## src/rtl/mc_ctrl_pkg.sv

```systemverilog
// mc_ctrl_pkg: shared types and encodings for the multicycle MIPS main control.
// Holds the state enum, opcode constants, mux/ALU encodings and the control bundle.
package mc_ctrl_pkg;

    localparam int OPCODE_W = 6;

    typedef enum logic [3:0] {
        S_IDLE      = 4'd0,
        S_FETCH     = 4'd1,
        S_DECODE    = 4'd2,
        S_MEM_ADDR  = 4'd3,
        S_MEM_READ  = 4'd4,
        S_MEM_WB    = 4'd5,
        S_MEM_WRITE = 4'd6,
        S_EXECUTE   = 4'd7,
        S_ALU_WB    = 4'd8,
        S_BRANCH    = 4'd9,
        S_JUMP      = 4'd10
    } state_t;

    localparam logic [5:0] OP_RTYPE = 6'b000000;
    localparam logic [5:0] OP_LW    = 6'b100011;
    localparam logic [5:0] OP_SW    = 6'b101011;
    localparam logic [5:0] OP_BEQ   = 6'b000100;
    localparam logic [5:0] OP_J     = 6'b000010;

    localparam logic [1:0] ALUOP_ADD   = 2'b00;
    localparam logic [1:0] ALUOP_SUB   = 2'b01;
    localparam logic [1:0] ALUOP_FUNCT = 2'b10;

    localparam logic [1:0] ALUSRCB_RT     = 2'b00;
    localparam logic [1:0] ALUSRCB_FOUR   = 2'b01;
    localparam logic [1:0] ALUSRCB_IMM    = 2'b10;
    localparam logic [1:0] ALUSRCB_IMM_SH = 2'b11;

    localparam logic [1:0] PCSRC_ALU    = 2'b00;
    localparam logic [1:0] PCSRC_ALUOUT = 2'b01;
    localparam logic [1:0] PCSRC_JUMP   = 2'b10;

    typedef struct packed {
        logic       mem_req;
        logic       iord;
        logic       mem_write;
        logic       ir_write;
        logic       pc_write;
        logic       branch;
        logic [1:0] pc_src;
        logic       alu_src_a;
        logic [1:0] alu_src_b;
        logic [1:0] alu_op;
        logic       reg_dst;
        logic       mem_to_reg;
        logic       reg_write;
    } ctrl_t;

endpackage

```

## src/rtl/mc_ctrl_out_decode.sv

```systemverilog
// mc_ctrl_out_decode: combinational map from FSM state to datapath controls.
// Ports: state, mem_ready (only matters in FETCH) -> ctrl bundle.
module mc_ctrl_out_decode
    import mc_ctrl_pkg::*;
(
    input  state_t state,
    input  logic   mem_ready,
    output ctrl_t  ctrl
);

    always_comb begin
        ctrl = '0;
        case (state)
            S_FETCH: begin
                ctrl.mem_req = 1'b1;
                ctrl.iord    = 1'b0;
                // IR and PC+4 only load on the cycle the fetch completes
                if (mem_ready) begin
                    ctrl.ir_write  = 1'b1;
                    ctrl.pc_write  = 1'b1;
                    ctrl.alu_src_a = 1'b0;
                    ctrl.alu_src_b = ALUSRCB_FOUR;
                    ctrl.alu_op    = ALUOP_ADD;
                    ctrl.pc_src    = PCSRC_ALU;
                end
            end
            S_DECODE: begin
                ctrl.alu_src_a = 1'b0;
                ctrl.alu_src_b = ALUSRCB_IMM_SH;
                ctrl.alu_op    = ALUOP_ADD;
            end
            S_MEM_ADDR: begin
                ctrl.alu_src_a = 1'b1;
                ctrl.alu_src_b = ALUSRCB_IMM;
                ctrl.alu_op    = ALUOP_ADD;
            end
            S_MEM_READ: begin
                ctrl.mem_req = 1'b1;
                ctrl.iord    = 1'b1;
            end
            S_MEM_WB: begin
                ctrl.reg_write  = 1'b1;
                ctrl.reg_dst    = 1'b0;
                ctrl.mem_to_reg = 1'b1;
            end
            S_MEM_WRITE: begin
                ctrl.mem_req   = 1'b1;
                ctrl.iord      = 1'b1;
                ctrl.mem_write = 1'b1;
            end
            S_EXECUTE: begin
                ctrl.alu_src_a = 1'b1;
                ctrl.alu_src_b = ALUSRCB_RT;
                ctrl.alu_op    = ALUOP_FUNCT;
            end
            S_ALU_WB: begin
                ctrl.reg_write  = 1'b1;
                ctrl.reg_dst    = 1'b1;
                ctrl.mem_to_reg = 1'b0;
            end
            S_BRANCH: begin
                ctrl.alu_src_a = 1'b1;
                ctrl.alu_src_b = ALUSRCB_RT;
                ctrl.alu_op    = ALUOP_SUB;
                ctrl.branch    = 1'b1;
                ctrl.pc_src    = PCSRC_ALUOUT;
            end
`ifdef MULTICYCLE_CTRL_JUMP_EN
            S_JUMP: begin
                ctrl.pc_write = 1'b1;
                ctrl.pc_src   = PCSRC_JUMP;
            end
`endif
            default: ctrl = '0;
        endcase
    end

endmodule

```

## src/rtl/multicycle_main_control.sv

```systemverilog
// multicycle_main_control: main control FSM of the multicycle MIPS datapath.
// Ports: clk, rst_n, opcode, mem_ready in; mem/PC/IR/ALU/regfile controls,
// illegal_op out. Macro MULTICYCLE_CTRL_JUMP_EN enables the j (000010) path.
module multicycle_main_control
    import mc_ctrl_pkg::*;
#(
    parameter int OPCODE_W = 6
) (
    input  logic                clk,
    input  logic                rst_n,
    input  logic [OPCODE_W-1:0] opcode,
    input  logic                mem_ready,
    output logic                mem_req,
    output logic                iord,
    output logic                mem_write,
    output logic                ir_write,
    output logic                pc_write,
    output logic                branch,
    output logic [1:0]          pc_src,
    output logic                alu_src_a,
    output logic [1:0]          alu_src_b,
    output logic [1:0]          alu_op,
    output logic                reg_dst,
    output logic                mem_to_reg,
    output logic                reg_write,
    output logic                illegal_op
);

    state_t state;
    state_t state_nxt;
    ctrl_t  ctrl;
    logic   illegal;

    logic is_mem;
    logic is_r;
    logic is_beq;
    logic is_j;

    assign is_mem = (opcode == OP_LW) || (opcode == OP_SW);
    assign is_r   = (opcode == OP_RTYPE);
    assign is_beq = (opcode == OP_BEQ);
`ifdef MULTICYCLE_CTRL_JUMP_EN
    assign is_j   = (opcode == OP_J);
`else
    assign is_j   = 1'b0;
`endif

    always_comb begin
        state_nxt = S_FETCH;
        illegal   = 1'b0;
        case (state)
            S_IDLE:  state_nxt = S_FETCH;
            S_FETCH: state_nxt = mem_ready ? S_DECODE : S_FETCH;
            S_DECODE: begin
                unique case (1'b1)
                    is_mem: state_nxt = S_MEM_ADDR;
                    is_r:   state_nxt = S_EXECUTE;
                    is_beq: state_nxt = S_BRANCH;
                    is_j:   state_nxt = S_JUMP;
                    default: begin
                        illegal   = 1'b1;
                        state_nxt = S_FETCH;
                    end
                endcase
            end
            S_MEM_ADDR: begin
                if (opcode == OP_LW)
                    state_nxt = S_MEM_READ;
                else if (opcode == OP_SW)
                    state_nxt = S_MEM_WRITE;
                else
                    state_nxt = S_FETCH;
            end
            S_MEM_READ:  state_nxt = mem_ready ? S_MEM_WB : S_MEM_READ;
            S_MEM_WB:    state_nxt = S_FETCH;
            S_MEM_WRITE: state_nxt = mem_ready ? S_FETCH : S_MEM_WRITE;
            S_EXECUTE:   state_nxt = S_ALU_WB;
            S_ALU_WB:    state_nxt = S_FETCH;
            S_BRANCH:    state_nxt = S_FETCH;
            S_JUMP:      state_nxt = S_FETCH;
            default:     state_nxt = S_FETCH;
        endcase
    end

    always_ff @(posedge clk or negedge rst_n) begin
        if (!rst_n)
            state <= S_IDLE;
        else
            state <= state_nxt;
    end

    mc_ctrl_out_decode u_out_decode (
        .state     (state),
        .mem_ready (mem_ready),
        .ctrl      (ctrl)
    );

    assign mem_req    = ctrl.mem_req;
    assign iord       = ctrl.iord;
    assign mem_write  = ctrl.mem_write;
    assign ir_write   = ctrl.ir_write;
    assign pc_write   = ctrl.pc_write;
    assign branch     = ctrl.branch;
    assign pc_src     = ctrl.pc_src;
    assign alu_src_a  = ctrl.alu_src_a;
    assign alu_src_b  = ctrl.alu_src_b;
    assign alu_op     = ctrl.alu_op;
    assign reg_dst    = ctrl.reg_dst;
    assign mem_to_reg = ctrl.mem_to_reg;
    assign reg_write  = ctrl.reg_write;
    assign illegal_op = illegal;

endmodule

```

## config.mk

```make
export PLATFORM = sky130hd
export DESIGN_NAME = multicycle_main_control
export DESIGN_NICKNAME = d
export VERILOG_FILES = /design/src/rtl/mc_ctrl_pkg.sv /design/src/rtl/mc_ctrl_out_decode.sv /design/src/rtl/multicycle_main_control.sv
export SDC_FILE = /design/constraint.sdc
export NUM_CORES = 1
export LEC_CHECK = 0
export ABC_CLOCK_PERIOD_IN_PS = 3600
export CAP_MARGIN = 20
export CORE_AREA = 10 10 47 49
export CTS_CLUSTER_SIZE = 28
export DETAILED_ROUTE_END_ITERATION = 8
export DIE_AREA = 0 0 57 59
export HOLD_SLACK_MARGIN = 0.05
export PLACE_DENSITY_LB_ADDON = 0.15
export SETUP_SLACK_MARGIN = 0.15
export SKIP_LAST_GASP = 1
export SLEW_MARGIN = 20
export SYNTH_ARGS = -nofsm -noshare
export SYNTH_HDL_FRONTEND = slang
export SYNTH_SLANG_ARGS = --single-unit
```

## constraint.sdc

```tcl
create_clock -name clk -period 3.6 [get_ports clk]
set_input_delay 0.72 -clock clk [delete_from_list [all_inputs] [get_ports clk]]
set_output_delay 0.72 -clock clk [all_outputs]
set_load 0.02 [all_outputs]
```

* After elaboration in Yosys (flattened, before gate mapping)
Index checks and enable logic that the tools add are counted.
Word-level totals: register bits 4, input port bits 9, output and inout port bits 17, logic and storage cells 35
Cells by class: eq/ne operators 12, mux-type cells 18, reduce and logical (&&, ||, !) cells 4
Operators with widths (count):
- $pmux 5 s5 | 1
- $pmux 4 s6 | 1
- $eq 4x3->1 const B | 4
- $eq 6x6->1 const B | 2
- $mux 3 | 4
- $pmux 4 s3 | 1
- $eq 4x2->1 const B | 2
- $eq 4x4->1 const B | 2
- $eq 6x3->1 const B | 1
- $logic_not 6->1 | 1
- $mux 2 | 3
- $pmux 3 s2 | 1
- $mux 1 | 5
- $eq 4x1->1 const B | 1
- $pmux 2 s2 | 1
- $reduce_or 3->1 | 1
- $pmux 1 s2 | 1
- $reduce_or 2->1 | 1
- $logic_or 1x1->1 | 1

* Longest topological paths before layout
Gate-level depths: netlist (run 1).
depth in word-level cells 5, gate-level depth with buffers 5, depth with buffers taken out 4

* Hierarchy
Synthesis (run 1) repeated with hierarchy kept, for this count alone.
Second synthesis, totals: cell total of the unflattened synthesis 61, area, all modules 500.5 sq um
Modules (own cells, without submodules):
- multicycle_main_control | times used 1, cells an instance 31, area an instance 294.0 sq um, sequential area each 100.1 sq um
- mc_ctrl_out_decode | times used 1, cells an instance 30, area an instance 206.4 sq um, sequential area each 0.0 sq um

* Worst setup path after synthesis (run 1)
OpenSTA, ideal clock, no wires.
kind input -> output, start input port mem_ready, end output port pc_write, arrival 1.520 ns, required time 2.880 ns, path slack 1.360 ns, stages 4, buffers on the path 1, cell sequence nor2b_1 -> nand3b_1 -> nor2_1 -> buf_4
On the way: longest elaborated chain between the ends 2
Ends and longest elaborated chain:
- start: declaration | RTL line multicycle_main_control.sv:12 | input logic mem_ready,
- $mux 2 | RTL line mc_ctrl_out_decode.sv:18 | if (mem_ready) begin
- $mux 2 | RTL line mc_ctrl_out_decode.sv:13 | case (state)
- end: declaration | RTL line multicycle_main_control.sv:17 | output logic pc_write,
No other way between the ends.

* Worst setup path in the final report (run 1)
start input port opcode[4], end output port illegal_op
On the way: longest elaborated chain between the ends 5, elaborated cells on any way between the ends 8, classes of those cells eq/ne: 3; mux: 2; reduce/logical: 3
Ends and longest elaborated chain:
- start: declaration | RTL line multicycle_main_control.sv:11 | input logic [OPCODE_W-1:0] opcode,
- $eq 6x6->1 | RTL line multicycle_main_control.sv:39 | assign is_mem = (opcode == OP_LW) || (opcode == OP_SW);
- $logic_or 1x1->1 | RTL line multicycle_main_control.sv:39
- $reduce_or 3->1 (no line) *
- $mux 1 * | RTL line multicycle_main_control.sv:55 | unique case (1'b1)
- $mux 1 * | RTL line multicycle_main_control.sv:51 | case (state)
- end: declaration | RTL line multicycle_main_control.sv:26 | output logic illegal_op
Every way passes the cells marked *; elsewhere a longest branch is shown, timed or not.

==> results of run 1 <==
==> stage by stage <==
stage / hold WS (ns) / setup WS, ns / std cells
3_3_place_gp: 0.7134 / 0.5175 / 90
3_5_place_dp: 0.7069 / 0.5064 / 90
4_1_cts: 0.6859 / 0.4987 / 93
6_report: 0.6830 / 0.5161 / 93
5_1_grt: 0.6817 / 0.3850 / 93
2_1_floorplan: 0.4244 / 1.360 / 55
==> report_power, final <==
part	switching [mW]	internal (mW)
clock network	0.0168	0.0372
registers	0.0259	0.0537
logic	0.0876	0.0882
==> metal layers <==
layer / GRT usage [%] / share of wire (%)
met1: 6.763 / 41
met2: 11.78 / 45
met3: 3.433 / 12
met4: 5.034 / 1.9
met5: 0 / 0
==> worst max path at each step <==
stage               from           end  slack (ns)  cells after the start
6_report       opcode[4]    illegal_op        0.52                      5
5_1_grt        opcode[4]    illegal_op        0.38                      5
4_1_cts        opcode[4]    illegal_op        0.50                      5
3_5_place_dp   opcode[4]    illegal_op        0.51                      5
3_3_place_gp   mem_ready  alu_src_b[0]        0.52                      5
2_1_floorplan  mem_ready      pc_write        1.36                      4
==> logic make-up (layout without fill, tap and decap cells) <==
kind of cell	after synthesis	in the layout	synth area share, %
and+or+nand+nor	31	31	43.11
AOI/OAI and AO/OA	11	11	19.36
buffers and inverters	7	29	10.85
DFF	4	4	23.46
other	1	1	0.8789
muxes	1	1	2.346
==> final cells by class <==
type                       instances  share of cell area [%]
inverter                           1                  0.5566
clock buffer                       3                   3.340
tap                               16                   2.968
sequential                         4                   14.84
multi-input combinational         44                   41.56
timing repair buffer              25                   36.73
==> layout by cell type (no fill, tap or decap), types with 3 or more instances in the layout <==
cell / count
nor2_1: 8
nand2b_1: 6
clkdlybuf4s50_1: 24
clkbuf_4: 3
dfrtp_1: 4
nor3_1: 4
==> out/metrics.yaml, run 1 <==
hold_class: "in2async"
ys_types: 29
clk_pin_slew_worst_paths_ns: 0.04
grt_usage_pct: 7.087
synth_seq_cells: 4
maxSlewViolCount: 0
io_pins: 26
rsz0062_at_grt: "false"
wirelength_um: 1181
largest_reg_flops: 4
cts_tree: "yes"
synth_edf_count: 0
cts_root_buffer: "clkbuf_4"
cts_setup_buffers: 0
post-route-util_pct: 48.13
clk_latency_ns: 0.23
grt_max_degree: 14
cts_buffer_depth: 2
synthToLayoutAreaGrowth_pct: 58.06
async_reset_ff_share_pct: 100.0
fillers: 158
place_congestion: 0.7350
final.setup.tns_ns: 0
drc: 0
syn-num-nets: 64
die-area_um2: 3363
die_w_um: 57
reg2reg_to: "state[1]"
grt_first_pass_wirelength_um: 1987
reg2reg_depth: 4
min_period_over_period_pct: 85.67
n_antenna_cell: 0
ir_drop_mv: 0.2023
leakage_nw: 0.2737
startpoint_type: "input port"
multi_input_area_um2: 280.3
core_um2: 1401
drtPass1Iterations: 4
synth_top_area_share_pct: 23.46
vias: 454
dr.first_iter.drc_count: 1
h-tree-depth: 1
synth_area_um2: 426.7
wl_per_cell_um: 12.70
cts_resized: 0
yosys_most_used_dff: "dfrtp_1"
rows: 14
start_util_pct: 30.45
finClkSkew_ns: 0.004494
regMostFlops: "state"
power_density_nw_per_um2: 458.8
yosysTopAreaCell: "dfrtp_1"
cp.buffers_inverters: 2
total_power_uw: 309.4
reg2reg_slack_ns: 2.05
end_kind: "primary output"
ctsHoldBuffers: 0
grt_overflow: 0
yosysSeqAreaShare_pct: 23.46
hold_viol_final: 0
slowest_delay_ns: 0.55
netlist_instances: 55
yosys-top-cells-area: "dfrtp_1 23%, nand2b_1 8.8%, nor2_1 7.0%, buf_4 5.3%, nor3_1 4.7%"
arrival_ns: 2.36
critical_path.slowest_cell: "clkdlybuf4s50_1"
finalNetCount: 88
die_h_um: 59
clkSinkCount: 4
r2r-start: "state[0]"
vias_per_cell: 4.882
yosys_warnings: 0
synth_common_cells: "8 x nor2_1, 6 x nand2b_1, 4 x dfrtp_1, 4 x nor3_1, 3 x buf_4"
numCtsBuffers: 3
outcome: "finished clean"
top_regs: "state: 4 flops"
fin_area_um2: 674.4
setup_viol: 0
placed_area_um2: 651.9
path_max_fanout: 2
post-dp-hpwl_um: 977.3
grt_pass1_vias: 477
max_cap_viol_count: 0
regArea_um2: 100.1
path_delay_family: "buffers and inverters"
drive_above_1_share_pct: 14.29
final_antenna_net_count: 0
crit_path_cell_trace: "clkdlybuf4s50_1 -> or3_1 -> nor3_1 -> nor3_1 -> clkdlybuf4s50_1"
fmax_ghz: 0.3243
antenna_found_initial: 0
yosysMostFrequentCell: "nor2_1"
port_buffers: 24
critPathKind: "in2out"
syn_area_per_cell_um2: 7.757
required_ns: 2.88
fin_crit_ns: 3.084
Power figures use the tool's default switching activity.
==> run 2: changes to the inputs <==
Settings changed: CTS_CLUSTER_DIAMETER set to 50.
==> results of run 2 <==
Final layout, timing and power as in run 1 (identical DEF).
